### src/rtl/if_id_buffer.sv
// if_id_buffer: fetch-to-decode pipeline buffer.
// Holds {pc, instruction} pairs from fetch in a small circular FIFO and
// presents the head entry to decode through a valid/ready handshake.
// Ready and valid come straight from registered occupancy, so the buffer
// has no combinational path from in_* to out_* or from out_ready to in_ready.
// A synchronous flush empties the buffer for taken branches and jumps.
// Optional build macro: IFID_STATS_EN adds the stall_cycles and flush_count
// statistics outputs.
module if_id_buffer #(
    parameter int unsigned      XLEN      = 32,
    parameter int unsigned      DEPTH     = 2,
    parameter logic [XLEN-1:0]  NOP_INSTR = '0
) (
    input  logic             clk,
    input  logic             reset,
    input  logic             flush,
    input  logic             in_valid,
    input  logic [XLEN-1:0]  in_pc,
    input  logic [XLEN-1:0]  in_instr,
    output logic             in_ready,
    output logic             out_valid,
    output logic [XLEN-1:0]  out_pc,
    output logic [XLEN-1:0]  out_pc_plus4,
    output logic [XLEN-1:0]  out_instr,
    input  logic             out_ready
`ifdef IFID_STATS_EN
    ,
    output logic [31:0]      stall_cycles,
    output logic [15:0]      flush_count
`endif
);

    localparam int unsigned     PW   = $clog2(DEPTH);
    localparam int unsigned     CW   = PW + 1;
    localparam logic [CW-1:0]   FULL = CW'(DEPTH);

    logic [XLEN-1:0] r_pc_mem    [DEPTH];
    logic [XLEN-1:0] r_instr_mem [DEPTH];
    logic [PW-1:0]   r_rd_ptr;
    logic [PW-1:0]   r_wr_ptr;
    logic [CW-1:0]   r_count;

    logic            w_push;
    logic            w_pop;

    assign in_ready  = (r_count != FULL);
    assign out_valid = (r_count != '0);
    assign w_push    = in_valid & in_ready & ~flush;
    assign w_pop     = out_valid & out_ready & ~flush;

    // Pointer and occupancy update; flush overrides any push or pop.
    always_ff @(posedge clk or negedge reset) begin
        if (!reset) begin
            r_rd_ptr <= '0;
            r_wr_ptr <= '0;
            r_count  <= '0;
        end else if (flush) begin
            r_rd_ptr <= '0;
            r_wr_ptr <= '0;
            r_count  <= '0;
        end else begin
            if (w_push) begin
                r_wr_ptr <= r_wr_ptr + 1'b1;
            end
            if (w_pop) begin
                r_rd_ptr <= r_rd_ptr + 1'b1;
            end
            case ({w_push, w_pop})
                2'b10:   r_count <= r_count + 1'b1;
                2'b01:   r_count <= r_count - 1'b1;
                default: r_count <= r_count;
            endcase
        end
    end

    // Entry storage: cleared on reset, written at the tail on every push.
    always_ff @(posedge clk or negedge reset) begin
        if (!reset) begin
            for (int unsigned i = 0; i < DEPTH; i++) begin
                r_pc_mem[i]    <= '0;
                r_instr_mem[i] <= '0;
            end
        end else if (w_push) begin
            r_pc_mem[r_wr_ptr]    <= in_pc;
            r_instr_mem[r_wr_ptr] <= in_instr;
        end
    end

    // Head presentation: empty buffer shows pc 0 and the NOP instruction.
    always_comb begin
        out_pc    = '0;
        out_instr = NOP_INSTR;
        if (out_valid) begin
            out_pc    = r_pc_mem[r_rd_ptr];
            out_instr = r_instr_mem[r_rd_ptr];
        end
        out_pc_plus4 = out_pc + XLEN'(4);
    end

`ifdef IFID_STATS_EN
    logic [31:0] r_stall_cycles;
    logic [15:0] r_flush_count;
    logic        w_stall;

    assign w_stall      = in_valid & ~in_ready;
    assign stall_cycles = r_stall_cycles;
    assign flush_count  = r_flush_count;

    // Saturating statistics counters; only reset clears them, flush does not.
    always_ff @(posedge clk or negedge reset) begin
        if (!reset) begin
            r_stall_cycles <= '0;
            r_flush_count  <= '0;
        end else begin
            if (w_stall && (r_stall_cycles != '1)) begin
                r_stall_cycles <= r_stall_cycles + 1'b1;
            end
            if (flush && (r_flush_count != '1)) begin
                r_flush_count <= r_flush_count + 1'b1;
            end
        end
    end
`endif

endmodule
### config.mk
export PLATFORM = sky130hd
export DESIGN_NAME = if_id_buffer
export DESIGN_NICKNAME = d
export VERILOG_FILES = /design/src/rtl/if_id_buffer.sv
export SDC_FILE = /design/constraint.sdc
export NUM_CORES = 1
export LEC_CHECK = 0
export ABC_AREA = 1
export CORE_AREA = 2 2 136 138
export DETAILED_ROUTE_END_ITERATION = 16
export DIE_AREA = 0 0 138 140
export PLACE_DENSITY = 0.66
export SLEW_MARGIN = 10
export SYNTH_ARGS = -nofsm -noshare
export SYNTH_HDL_FRONTEND = slang
export SYNTH_SLANG_ARGS = --single-unit
### constraint.sdc
create_clock -name clk -period 2.2 [get_ports clk]
set_input_delay 0.33 -clock clk [delete_from_list [all_inputs] [get_ports clk]]
set_output_delay 0.33 -clock clk [all_outputs]
set_load 0.1 [all_outputs]
==> qor.txt <==
1st-iter DRT viols - 356
Worst-Margin Slew - 572 ps
Fmax achieved - 369 MHz
Fin crit share - 1.23
Max Root-Sink Buffers - 2
Clock latency on the worst-skew pair - 420 ps
DRT met1 WL - 8.89 mm
Largest net degree at the start of global routing - 63
# H-tree levels - 4
Setup_tns - -12,190 ps
Min Tclk post-route - 2710 ps
Worst path required time - 1870 ps
Detailed Routing Iterations Pass 1 - 5
Synthesis-to-finish area growth - 80.2%
Die area - 19,300 um^2
Finished layout cell area - 12,600 um^2
CP Class - reg -> out
Buffers on Ports - 166
Initial antenna violation count - 0
Multi-input combinational cell area - 4330 um^2
Mapped Avg Cell Area - 7.25 um^2
Global-route wire length before repair - 34.2 mm
Gate Count Post-Synth - 966
DP Wirelength - 14.8 mm
Violations in the final reports - setup timing
Endpoints failing setup - 42
Worst Path Arrival - 2380 ps
Total CTS buffers - 17
CTS tree - yes
Worst setup margin - -512 ps
Placement Cell Area - 11,300 um^2
Worst slew margin - 0.619
Reg area - 3300 um^2
Gp weighted congestion - 0.862
Global route total overflow - 0
Clock Skews - 8.74 ps
Detail Route met3 WL - 1.06 mm
Total track usage - 0.217
Chip height - 140 um
Maxcap violations - 0
CP max FO - 13
Drt drc - 0
CP startpoint - r_rd_ptr
Nets@finish - 1,260
Sequential area share after synthesis - 0.472
Syn Nets - 1,036
Layout cell share with drive strength beyond 1 - 0.379
CTS Sinks - 132
Final wirelength - 20.6 mm
Hold Vio Cnt, Final - 0
Antenna-violating nets left - 0
Number of global-route vias before repair - 7,020
Top-level I/O count - 167
Fillers - 1,303
DR vias/cell - 4.79
DR WL met2 - 10.3 mm
Routed vias - 6,875
Die width - 138 um
YS warnings - 0
Worst r2r path cells - 9
CP Launch Type - register
Core area - 17,800 um^2
Final Core Density - 0.709
#FFs+latches synth - 132
Syn Std Cell Area - 7000 um^2
RSZ-0062 raised after global routing - yes
Yosys cell types - 24
Status - finished, violations left
Worst Setup End Kind - output port
Reg2Reg Launch Point - r_count[1]
Number of core rows - 49
CTS root buf - clkbuf_16
Hold Path Class - in -> async
Initial Util - 0.394
Final Slew Violations - 0
WL per Instance - 14.4 um
Top Layer Used - met4
Clock-pin slew on the worst setup and hold paths - 60 ps
-- per-layer routing --
metal,GRT usage,vias to the layer above
li1,-,3435
met5,0,-
met2,0.372,180
met1,0.277,3232
met4,0.0671,0
met3,0.0479,28
-- synth_stat cells (all sizes together) --
cell type / instances / area, um^2
dfrtp: 132 / 3300
nor3: 1 / 5.00
nor2: 54 / 253
or2: 1 / 6.26
a21oi: 35 / 175
o22ai: 1 / 6.26
nand2: 380 / 1460
o21ai: 130 / 651
ha: 1 / 12.5
clkbuf: 22 / 82.6
inv: 115 / 432
buf: 32 / 220
xor2: 15 / 131
nand3: 46 / 255
xnor2: 1 / 8.76
-- kinds of logic (layout without fill, tap and decap cells) --
logic type	Yosys count	count (layout)	synth area share
AOI/OAI and AO/OA	166	166	0.119
DFF	132	132	0.472
adders and majority gates	1	1	0.00179
buffers and inverters	169	406	0.105
and+or+nand+nor	482	482	0.283
xor gates and xnor gates	16	16	0.0200
other	0	2	0
-- through the flow --
| step | hold slack, ps | setup WS [ps] | cells |
|---|---|---|---|
| after global routing | 497 | -664 | 1432 |
| after floorplan | 34.4 | -893 | 966 |
| after detailed placement | 349 | -270 | 1388 |
| after CTS | 465 | -551 | 1427 |
| final | 450 | -512 | 1434 |
| after global placement | 346 | -242 | 1388 |
-- critical path, cell delays in order, from the launching register on --
cell and delay [ps]:
dfrtp_2 400, buf_8 160, buf_4 130, nand2_2 40, nand2_2 100, nand3_2 120
nor2_2 160, buf_4 140, inv_2 40, nor2_4 180, buf_12 130, xor2_4 160
buf_12 190
-- path summary, 6_finish.rpt --
path | slack (ps) | to
setup / recovery | -510 | out_pc_plus4[14]
hold / removal | 450 | r_instr_mem[7]
setup reg to reg | 310 | r_pc_mem[15]
hold reg to reg | 480 | r_instr_mem[49]
max in group asynchronous | 1030 | r_pc_mem[17]
min in group clk | 470 | r_instr_mem[29]
-- registers in the layout, summed over array words and instances (netlist names) --
| signal | cells |
|---|---|
| r_wr_ptr | 1 |
| r_count | 2 |
| r_instr_mem | 64 |
| r_pc_mem | 64 |
| r_rd_ptr | 1 |
-- layout make-up --
cell class / count / share of cell area
Antenna cell: 2 / 0.000397
Clock inverter: 12 / 0.0161
Sequential cell: 132 / 0.262
Tap cell: 229 / 0.0227
Multi-Input combinational cell: 665 / 0.343
Timing Repair Buffer: 259 / 0.281
Inverter: 115 / 0.0385
Clock buffer: 20 / 0.0354
-- placed cells by master (no fill, tap or decap), types with 13 or more instances in the layout --
cell type	n
clkdlybuf4s50_1	67
buf_12	106
nand3_1	18
buf_4	73
inv_1	88
xor2_4	15
nor2_2	30
clkbuf_16	19
inv_2	13
nand2_4	25
nor2_4	16
nand3_2	26
dfrtp_1	131
o21ai_0	130
nand2_1	299
nand2_2	46
a21oi_4	30
-- what timing repair did --
| item | in CTS | in global routing |
|---|---|---|
| setup buffers | 6 | 4 |
| gates cloned | 0 | 2 |
| hold endpoints to repair | 59 | 0 |
| setup endpoints to repair | 79 | 80 |
| hold buffers | 1 | 0 |
| resized for setup | 97 | 54 |
| pin swaps | 7 | 11 |
Power is not shown: default switching activity piles up to over one toggle a cycle in this logic, so the estimate is an artifact.
